`src/rtl/path_merge_2way.sv`:
```
// path_merge_2way: merges a forwarded packet stream (A) and a locally
// injected stream (B) into one output register. Each source has its own
// FIFO; when both hold data the grant alternates round-robin.
// Optional build macro PATH_MERGE_STATS_EN adds saturating per-source
// counters of writes dropped because the FIFO was full.
module path_merge_2way #(
   parameter int DATA_WIDTH = 23,
   parameter int FIFO_DEPTH = 4
) (
   input  logic                  clk,
   input  logic                  rst_n,
   input  logic [DATA_WIDTH-1:0] din_a,
   input  logic                  wen_a,
   output logic                  full_a,
   input  logic [DATA_WIDTH-1:0] din_b,
   input  logic                  wen_b,
   output logic                  full_b,
   output logic [DATA_WIDTH-1:0] dout,
   output logic                  dout_valid,
   input  logic                  dout_ready,
   output logic                  dout_src
`ifdef PATH_MERGE_STATS_EN
   ,
   output logic [15:0]           drop_cnt_a,
   output logic [15:0]           drop_cnt_b
`endif
);

   localparam int AW = (FIFO_DEPTH > 1) ? $clog2(FIFO_DEPTH) : 1;

   // Lane 0 is source A, lane 1 is source B.
   logic [DATA_WIDTH-1:0] w_din  [2];
   logic                  w_wen  [2];
   logic [DATA_WIDTH-1:0] w_head [2];
   logic                  w_full [2];
   logic                  w_empty[2];
   logic                  w_pop  [2];
`ifdef PATH_MERGE_STATS_EN
   logic [15:0]           w_drop [2];
`endif

   assign w_din[0] = din_a;
   assign w_din[1] = din_b;
   assign w_wen[0] = wen_a;
   assign w_wen[1] = wen_b;
   assign full_a   = w_full[0];
   assign full_b   = w_full[1];
`ifdef PATH_MERGE_STATS_EN
   assign drop_cnt_a = w_drop[0];
   assign drop_cnt_b = w_drop[1];
`endif

   genvar gi;
   generate
      for (gi = 0; gi < 2; gi++) begin : g_lane
         logic [DATA_WIDTH-1:0] r_mem [FIFO_DEPTH];
         logic [AW-1:0]         r_wptr;
         logic [AW-1:0]         r_rptr;
         logic [AW:0]           r_count;
         logic                  w_push;

         // A write into a full FIFO is dropped even if that FIFO pops this cycle.
         assign w_push      = w_wen[gi] && !w_full[gi];
         assign w_full[gi]  = (r_count == (AW+1)'(FIFO_DEPTH));
         assign w_empty[gi] = (r_count == '0);
         assign w_head[gi]  = r_mem[r_rptr];

         // Storage array; contents are meaningless until counted in.
         always_ff @(posedge clk) begin
            if (w_push) begin
               r_mem[r_wptr] <= w_din[gi];
            end
         end

         // Pointers wrap naturally because the depth is a power of two.
         always_ff @(posedge clk or negedge rst_n) begin
            if (!rst_n) begin
               r_wptr  <= '0;
               r_rptr  <= '0;
               r_count <= '0;
            end else begin
               if (w_push) begin
                  r_wptr <= r_wptr + 1'b1;
               end
               if (w_pop[gi]) begin
                  r_rptr <= r_rptr + 1'b1;
               end
               case ({w_push, w_pop[gi]})
                  2'b10:   r_count <= r_count + 1'b1;
                  2'b01:   r_count <= r_count - 1'b1;
                  default: r_count <= r_count;
               endcase
            end
         end

`ifdef PATH_MERGE_STATS_EN
         logic [15:0] r_drop;
         assign w_drop[gi] = r_drop;

         // Count writes rejected by a full FIFO, sticking at all-ones.
         always_ff @(posedge clk or negedge rst_n) begin
            if (!rst_n) begin
               r_drop <= '0;
            end else if (w_wen[gi] && w_full[gi] && (r_drop != 16'hFFFF)) begin
               r_drop <= r_drop + 1'b1;
            end
         end
`endif
      end
   endgenerate

   // Arbitration: last grant reset to B so that A wins the first contention.
   logic r_last_grant;
   logic w_free;
   logic w_any;
   logic w_sel_b;

   assign w_free  = !dout_valid || dout_ready;
   assign w_any   = !(w_empty[0] && w_empty[1]);
   assign w_sel_b = w_empty[0] ? 1'b1 : (w_empty[1] ? 1'b0 : !r_last_grant);
   assign w_pop[0] = w_free && w_any && !w_sel_b;
   assign w_pop[1] = w_free && w_any &&  w_sel_b;

   // Output register: reload on every free edge, hold while stalled.
   always_ff @(posedge clk or negedge rst_n) begin
      if (!rst_n) begin
         dout         <= '0;
         dout_src     <= 1'b0;
         dout_valid   <= 1'b0;
         r_last_grant <= 1'b1;
      end else if (w_free) begin
         if (w_any) begin
            dout         <= w_sel_b ? w_head[1] : w_head[0];
            dout_src     <= w_sel_b;
            dout_valid   <= 1'b1;
            r_last_grant <= w_sel_b;
         end else begin
            dout_valid   <= 1'b0;
         end
      end
   end

endmodule

```
`config.mk`:
```
export PLATFORM = sky130hd
export DESIGN_NAME = path_merge_2way
export DESIGN_NICKNAME = d
export VERILOG_FILES = /design/src/rtl/path_merge_2way.sv
export SDC_FILE = /design/constraint.sdc
export NUM_CORES = 1
export LEC_CHECK = 0
export BUFFER_PORTS_ARGS = -buffer_cell sky130_fd_sc_hd__buf_2
export CORE_UTILIZATION = 40
export CTS_CLUSTER_DIAMETER = 50
export DETAILED_ROUTE_END_ITERATION = 16
export GPL_TIMING_DRIVEN = 0
export PLACE_DENSITY_LB_ADDON = 0.3
export RECOVER_POWER = 50
export SYNTH_ARGS = -nofsm -noshare
export SYNTH_HDL_FRONTEND = slang
export SYNTH_SLANG_ARGS = --single-unit
```
`constraint.sdc`:
```
create_clock -name clk -period 2.93 [get_ports clk]
set_input_delay 0.879 -clock clk [delete_from_list [all_inputs] [get_ports clk]]
set_output_delay 0.879 -clock clk [all_outputs]
set_load 0.005 [all_outputs]
```
Yosys cells after proc, flatten, opt, wreduce, memory -nomap -nowiden
Memories as Yosys holds them, arrays and structs flattened.
Index checks and enable logic that the tools add are counted.
Word-level totals
  flip-flop bits (word level): 40
  bits in writable memories: 184
  bits of input ports: 51
  output and inout port bits: 27
  word-level logic and storage cells: 55
  memories kept: 2
Operators by class
  add/sub/neg operators: 8
  equal/unequal tests: 6
  mux-type cells: 10
  bitwise logic cells: 1
  reduce and logical (&&, ||, !) cells: 18
Memory list
  g_lane[0].r_mem: depth 4, bits a word 23, read ports 1, clocked after memory_dff 0, write ports 1, RTL line 56  | logic [DATA_WIDTH-1:0] r_mem [FIFO_DEPTH];
  g_lane[1].r_mem: depth 4, bits a word 23, read ports 1, clocked after memory_dff 0, write ports 1, RTL line 56
Operators with widths (count)
  two-way mux 23 bit: 1
  one-hot mux 3 bit (2 select lines): 2
  adder 2 x 1 -> 2 bit (second input constant): 4
  two-way mux 1 bit: 7
  adder 3 x 1 -> 3 bit (second input constant): 2
  equality test 3 bit (second input constant): 2
  logical AND 1 bit: 6
  logical NOT 1 bit: 6
  logical NOT 3 bit: 2
  subtractor 3 x 1 -> 3 bit (second input constant): 2
  equality test 2 x 1 -> 1 bit (second input constant): 2
  equality test 2 bit (second input constant): 2
  nonzero test 2 bit: 2
  AND reduction 2 bit: 1
  logical OR 1 bit: 1
  inverter 1 bit: 1

Longest topological paths before layout
Gate-level depths: netlist of run 1.
  depth after elaboration: 7
  mapped depth: 11

Least setup slack after synthesis of run 1
OpenSTA, ideal clock, no wires.
  path kind: input port to flip-flop
  from: input port dout_ready
  to: register g_lane[0].r_count[2]
  library setup time: 0.079 ns
  arrival time: 2.598 ns
  data required time: 2.851 ns
  setup slack: 0.252 ns
  stages on the path: 11
  path buffers: 3
  cells stage by stage: nand2b_1 clkbuf_1 o211a_1 buf_6 buf_6 ha_1 inv_1 fa_1 xor2_1 nor2_1 xor2_1
RTL lines
  start, declared: RTL line 20  | input logic dout_ready,
  end signal, assigned: RTL line 89  | 2'b10: r_count <= r_count + 1'b1;
  end signal, assigned: RTL line 90  | 2'b01: r_count <= r_count - 1'b1;
  end signal, assigned: RTL line 91  | default: r_count <= r_count;
  end, declared: RTL line 59  | logic [AW:0] r_count;

==> key figures, run 1 <==
Clock network
  • Cts repair resizes: 0
  • CTS Buf Count: 24
  • H-tree Lvls: 1
  • Post-CTS setup buffers: 0
  • CTS tree: yes
  • CTS Sinks: roughly 220
  • CTS Buffer Depth: 3
  • Worst-Skew Late Latency: 0.50 ns
  • Cts hold-fix bufs: 0
  • CTS Root Cell: clkbuf_16
  • Worst-path clk slew: 0.06 ns

Global routing
  • Remaining global-route overflow: 0
  • Initial antenna violation count: 0
  • Vias in the first global route: 4578
  • Largest net degree at the start of global routing: between 40 and 50
  • Tot GR Track Use: about 16%
  • First-pass GRT wire length: 25800 um

Critical path
  • Worst EP arrival: roughly 3.1 ns
  • Maximum fanout along the worst path: 10
  • Worst Path Required: 3.35 ns
  • Critical path type: reg2reg
  • CP endpoint kind: flip-flop
  • FF-to-FF End: g_lane[1].r_count[2]
  • Startpoint Class: flip-flop
  • FF-to-FF Start: g_lane[0].r_count[1]
  • FF-to-FF path depth: 9
  • R2R setup slack: around 0.26 ns

Drt
  • Vias per cell: 5.24
  • Routed via count: 4236
  • Routed WL: ~17000 um
  • Pre-antenna DRT Iters: 4
  • 1st-iter DRT viols: 233
  • Remaining antenna violation count: 0
  • Number of remaining DRC errors: 0
  • Avg WL per Cell: between 20 and 25 um

Yosys
  • Average size of a mapped cell: 21.2 um^2
  • Most common cell in the netlist: edfxtp_1
  • Synth area leaders: edfxtp_1, dfrtp_1, mux4_2
  • Cells after Synth: 412
  • Mapped Area: 8740 um^2
  • Number of synthesized register bits: roughly 220
  • Syn nets: between 400 and 500
  • Post-Synth XOR/XNOR Area: ~1.2%
  • Commonest cells in the netlist: edfxtp_1, mux4_2, dfrtp_1
  • Library cells used by synthesis: 37
  • Predominant post-synthesis flop cell: edfxtp_1
  • Leading area contributor after synthesis: edfxtp_1
  • Top-area cell type share of the netlist area: 63.2%
  • Seq/Total Area, Yosys: about three quarters
  • Largest family of logic cells by synthesized area: multiplexers
  • YS warnings: 0
  • Compound-Gate Fraction of Synth Area: 3.26%
  • Post-synthesis async set-or-reset flop share: between 10% and 20%
  • Post-Synth Simple-Gate Area: 3.91%
  • Post-synth EDFFs: 184
  • Fraction of the mapped netlist area in adder cells: under 10%
  • Mux cell area share after synthesis: roughly an eighth

Timing
  • Worst Tran Pin Value: 2.31 ns
  • Final period util: 91.2%
  • FMAX: 374 MHz
  • Count of pins over their slew limit: 41
  • Hold WS: 0.507 ns
  • # setup viols final: 0
  • Fin. Hold Viols: 0
  • RSZ-0062 raised after global routing: false
  • Min Clock Period, post-route: 2.67 ns
  • Setup clock skew after layout: 0.00644 ns
  • Slew headroom: -53.9%

Layout
  • Share of cells above drive strength 1: approximately a quarter
  • # nets final: 578
  • Area Overhead vs Synth: 16.6%
  • Ant. Diodes: 0
  • # fillers: 1792

Floorplanning
  • Top-Level Pins: 78
  • CORE AREA: 21200 um^2
  • Die Y: roughly 150 um
  • Die W: 150 um
  • DIE AREA: between 20000 and 25000 um^2
  • Starting Density: approximately two fifths
  • # rows: between 50 and 60

Status
  • Status: complete, but fails checks
  • Failing checks: capacitance limit, slew limit

Pwr
  • Static leakage: 3.57 nW
  • Pwr per Cell Area: 1040 nW/um^2
  • Maximum vdd ir drop: 504 uV
  • Overall power: 10.6 mW

Min path
  • Worst Hold End: dout[3]
  • Hold path start: dout[3]
  • Hold Crit Depth: 1
  • HP Class: reg2reg

Place
  • GPL Wtd Cong: 0.735
  • DP Wirelength: around 11000 um
  • IO Port Bufs: slightly below 80

Job
  • Max_cap viols: 1
==> worst max path at each step <==
stage | to | slack (ns) | cells after the start | start
floorplan | g_lane[0].r_count[2] | 0.25 | 11 | dout_ready
global placement | g_lane[0].r_count[2] | -0.14 | 12 | dout_ready
detailed placement | g_lane[0].r_count[2] | -0.20 | 12 | dout_ready
CTS | g_lane[1].r_count[2] | 0.25 | 9 | g_lane[0].r_count[1]
global route | dout[14] | 0.1 | 1 | rst_n
finish | g_lane[1].r_count[2] | 0.26 | 9 | g_lane[0].r_count[1]
==> placed cells by master, fill, tap and decap left out, types with 2 or more instances in the layout <==
master	synthesis	layout
edfxtp_1	184	184
clkbuf_1	12	64
mux4_2	41	41
dfrtp_1	39	39
buf_2	5	35
clkbuf_16	0	25
a221o_1	23	23
and4_1	22	22
inv_1	14	14
ha_1	10	10
and2_1	8	8
xnor2_1	6	6
xor2_1	6	6
buf_6	5	5
mux4_1	5	5
nor2_1	3	3
clkinv_2	0	3
clkinv_4	0	3
clkinv_1	0	3
nor3b_1	2	2
nor2b_1	2	2
o21ai_0	1	2
buf_12	2	2
nand2_1	2	2
mux2_2	2	2
a21oi_1	2	2
fa_1	2	2
bufinv_16	0	2
==> state kept, by name (all words and copies together) (netlist names) <==
signal	count
g_lane.r_count	6
dout_src	1
dout_valid	1
g_lane.r_wptr	4
g_lane.r_mem	184
dout	23
r_last_grant	1
g_lane.r_rptr	4
==> worst max-delay path: stages (launching register included) <==
cell,delay (ns)
dfrtp_1,0.44
o31ai_2,0.46
clkbuf_1,0.33
and3_1,0.27
ha_1,0.20
inv_1,0.06
fa_1,0.38
xor2_1,0.15
nor2_1,0.12
xor2_1,0.18
==> logic make-up after synthesis <==
logic type	after synthesis
XOR/XNOR	12
buffers and inverters	39
flip-flops	224
AND/OR/NAND/NOR	46
adder cells (fa/ha/maj)	12
AO/OA/AOI/OAI	30
multiplexers	49
==> routing by layer <==
layer  global-route usage [%]  share of wire (%)  up-vias
li1                         -                  -     1908
met1                     19.6                 42     2206
met2                     27.0                 51      101
met3                     3.41                5.8       21
met4                     4.29                1.5        0
met5                        0                  0        -
==> layout make-up <==
cell class | count | area [um^2] | area share (%)
flip-flops and latches | 224 | 6530 | 64.0
multi-input cells | 149 | 1980 | 19.4
clock buffers | 31 | 658 | 6.46
well taps | 275 | 344 | 3.38
repair buffers | 77 | 327 | 3.20
plain buffers | 25 | 174 | 1.71
clock inverters | 13 | 129 | 1.26
inverters | 14 | 52.6 | 0.516
==> power breakdown <==
group	internal [mW]	total, mW	switching, mW
clock network	1.77	2.95	1.18
logic	1.43	2.99	1.57
registers	4.33	4.62	0.291
total	7.53	10.6	3.04
==> through the flow <==
step | area (um^2) | setup TNS, ns | worst slack, ns | instances | util, %
global placement | 9470 | -0.138 | -0.138 | 764 | 44.6
floorplan | 8740 | 0 | 0.252 | 412 | -
detailed placement | 9470 | -1.16 | -0.199 | 764 | 44.6
finish | 10200 | 0 | 0.258 | 808 | 48.0
CTS | 10300 | 0 | 0.248 | 808 | 48.3
global route | 10200 | 0 | 0.0999 | 808 | 48.0
No activity file was read; power rests on OpenSTA's default activity.
==> run 2: changes to the inputs <==
--- a/config.mk
+++ b/config.mk
@@ -6,6 +6,7 @@
 export NUM_CORES = 1
 export LEC_CHECK = 0
 export BUFFER_PORTS_ARGS = -buffer_cell sky130_fd_sc_hd__buf_2
+export CORE_ASPECT_RATIO = 0.7
 export CORE_UTILIZATION = 40
 export CTS_CLUSTER_DIAMETER = 50
 export DETAILED_ROUTE_END_ITERATION = 16
==> run 2 against run 1 <==
Net effect: the run still ends with capacitance limit, slew limit left; worst setup slack improved by 0.035 ns; sequential cell count did not move; maximum frequency rose by 1.3%; combinational power barely moved; power fell by 1.1%; highest routed layer unchanged.
==> key figures, run 2 (synthesis results as in run 1) <==
Floorplanning
  • # rows: 44 (-17%)
  • DIE AREA: 22500 um^2 (about the same)
  • CORE AREA: 21100 um^2 (-0.64%)
  • Top-Level Pins: 78 (unchanged)
  • Die W: 179 um (+19%)
  • Starting Density: 41.4% (+0.26 points)
  • Die Y: 126 um (-16%)

Critical path
  • Worst Path Required: 3.36 ns (about the same)
  • CP endpoint kind: flip-flop
  • R2R setup slack: 0.29 ns (+0.03 ns)
  • FF-to-FF Start: g_lane[0].r_count[1]
  • FF-to-FF path depth: 9 (unchanged)
  • Maximum fanout along the worst path: 10 (unchanged)
  • FF-to-FF End: g_lane[1].r_count[2]
  • Startpoint Class: primary input
  • Worst EP arrival: 3.07 ns (-0.02 ns)
  • Critical path type: in2reg

Layout
  • Most frequent cells in the layout: edfxtp_1, clkbuf_1, mux4_2
  • Sequential Area: 6530 um^2 (unchanged)
  • Commonest non-fill, non-tap cell in the layout: edfxtp_1
  • Multi-input logic area: 1990 um^2 (+0.51%)
  • Layout Cells excl Fill: 805 (-0.37%)
  • # nets final: 576 (-0.35%)
  • Area Overhead vs Synth: 16.0%
  • # fillers: 1767 (-1.4%)
  • Ant. Diodes: 0 (unchanged)
  • Largest register FFs: 184 (unchanged)
  • Largest register by flop count: g_lane.r_mem
  • Share of cells above drive strength 1: 23.8% (+0.18 points)
  • Biggest regs: g_lane.r_mem (184), dout (23), g_lane.r_count (6)

Clock network
  • H-tree Lvls: 1 (unchanged)
  • Worst-Skew Late Latency: 0.51 ns (about the same)
  • CTS tree: yes
  • Cts hold-fix bufs: 0 (unchanged)
  • CTS Root Cell: clkbuf_16
  • Post-CTS setup buffers: 0 (unchanged)
  • Worst-path clk slew: 0.07 ns (about the same)
  • CTS Buffer Depth: 3 (unchanged)
  • Cts repair resizes: 0 (unchanged)
  • CTS Sinks: 224 (unchanged)
  • CTS Buf Count: 22 (-8.3%)

Pwr
  • Maximum vdd ir drop: 630 uV (+25%)
  • Static leakage: 3.55 nW (-0.62%)
  • Overall power: 10.5 mW (-1.1%)
  • Pwr per Cell Area: 1030 nW/um^2 (-0.54%)

Timing
  • Worst Tran Pin Value: 2.27 ns (-0.0426 ns)
  • Slew headroom: -51.1% (+2.8 points)
  • Setup clock skew after layout: 0.0166 ns (+0.0101 ns)
  • Fin. Hold Viols: 0 (unchanged)
  • Count of pins over their slew limit: 41 (unchanged)
  • Final period util: 90.0% (-1.2 points)
  • Min Clock Period, post-route: 2.64 ns (-0.0349 ns)
  • RSZ-0062 raised after global routing: false
  • FMAX: 379 MHz (+1.3%)
  • # setup viols final: 0 (unchanged)

Global routing
  • Largest net degree at the start of global routing: 41 (unchanged)
  • Tot GR Track Use: 15.7% (+0.14 points)
  • GR Util met1: 22.5% (+2.9 points)
  • Vias in the first global route: 4469 (-2.4%)
  • GR Util met3: 3.62% (+0.21 points)
  • Remaining global-route overflow: 0 (unchanged)
  • Most Used Layer, Global Route: met2
  • Initial antenna violation count: 0 (unchanged)
  • GRT met2 Usage: 24.9% (-2.2 points)
  • First-pass GRT wire length: 26100 um (+1.0%)

Min path
  • Hold path start: r_last_grant
  • Worst Hold End: r_last_grant
  • HP Class: reg2reg
  • Hold Crit Depth: 2 (+1)

Drt
  • Avg WL per Cell: 21.1 um (+1.8%)
  • Remaining antenna violation count: 0 (unchanged)
  • Routed via count: 4203 (-0.78%)
  • Number of remaining DRC errors: 0 (unchanged)
  • Routed WL: 17000 um (+1.4%)
  • Pre-antenna DRT Iters: 5 (+1)
  • Vias per cell: 5.22 (-0.41%)
  • 1st-iter DRT viols: 285 (+22%)

Status
  • Failing checks: capacitance limit, slew limit
  • Status: complete, but fails checks

Place
  • IO Port Bufs: 77 (unchanged)
  • DP Wirelength: 11400 um (+4.2%)
  • Dpl cells: 765 (+0.13%)
  • GPL Wtd Cong: 0.820 (+12%)

Job
  • Max_cap viols: 1 (unchanged)
## run 2: per-layer routing
layer	share of wire, %	routed length (um)
met1	46	7730
met4	1.5	254
met5	0	0
met3	5.8	990
met2	47	8010
## run 2: layout make-up
type / instances / area share [%]
buffer: 25 / 1.70
clock buffer: 26 / 5.78
clock inverter: 14 / 1.35
inverter: 14 / 0.518
multi-input combinational: 149 / 19.6
sequential: 224 / 64.4
tap: 276 / 3.41
timing repair buffer: 77 / 3.22
## run 2: report_power, final
group | switching (mW) | internal (mW)
clock | 1.18 | 1.61
sequential | 0.319 | 4.33
combinational | 1.58 | 1.43
total | 3.08 | 7.37
## run 2: worst max path at each step
stage	endpoint	cells past startpoint	from	slack (ns)
2_1_floorplan	g_lane[0].r_count[2]	11	dout_ready	0.25
3_3_place_gp	g_lane[0].r_count[2]	12	dout_ready	-0.11
3_5_place_dp	g_lane[0].r_count[2]	12	dout_ready	-0.14
4_1_cts	g_lane[1].r_count[2]	9	g_lane[0].r_count[1]	0.20
5_1_grt	g_lane[1].r_count[2]	9	g_lane[0].r_count[1]	0.08
6_report	g_lane[0].r_count[2]	12	dout_ready	0.29
## run 2: critical path, stage by stage
cell	delay [ns]
buf_2	0.07
nand2b_1	0.19
clkbuf_1	0.33
o211a_1	0.23
buf_6	0.14
buf_6	0.15
ha_1	0.18
inv_1	0.06
fa_1	0.38
xor2_1	0.15
nor2_1	0.13
xor2_1	0.15
## run 2: per-stage QoR
step / setup WS (ns) / hold WS [ns] / util [%] / instance area, um^2 / setup TNS, ns
floorplan: 0.252 / 0.461 / - / 8740 / 0
global placement: -0.111 / 0.472 / 44.9 / 9470 / -0.111
detailed placement: -0.144 / 0.477 / 44.9 / 9470 / -0.144
CTS: 0.196 / 0.487 / 48.3 / 10200 / 0
global route: 0.0842 / 0.523 / 48.1 / 10100 / 0
finish: 0.293 / 0.499 / 48.1 / 10100 / 0
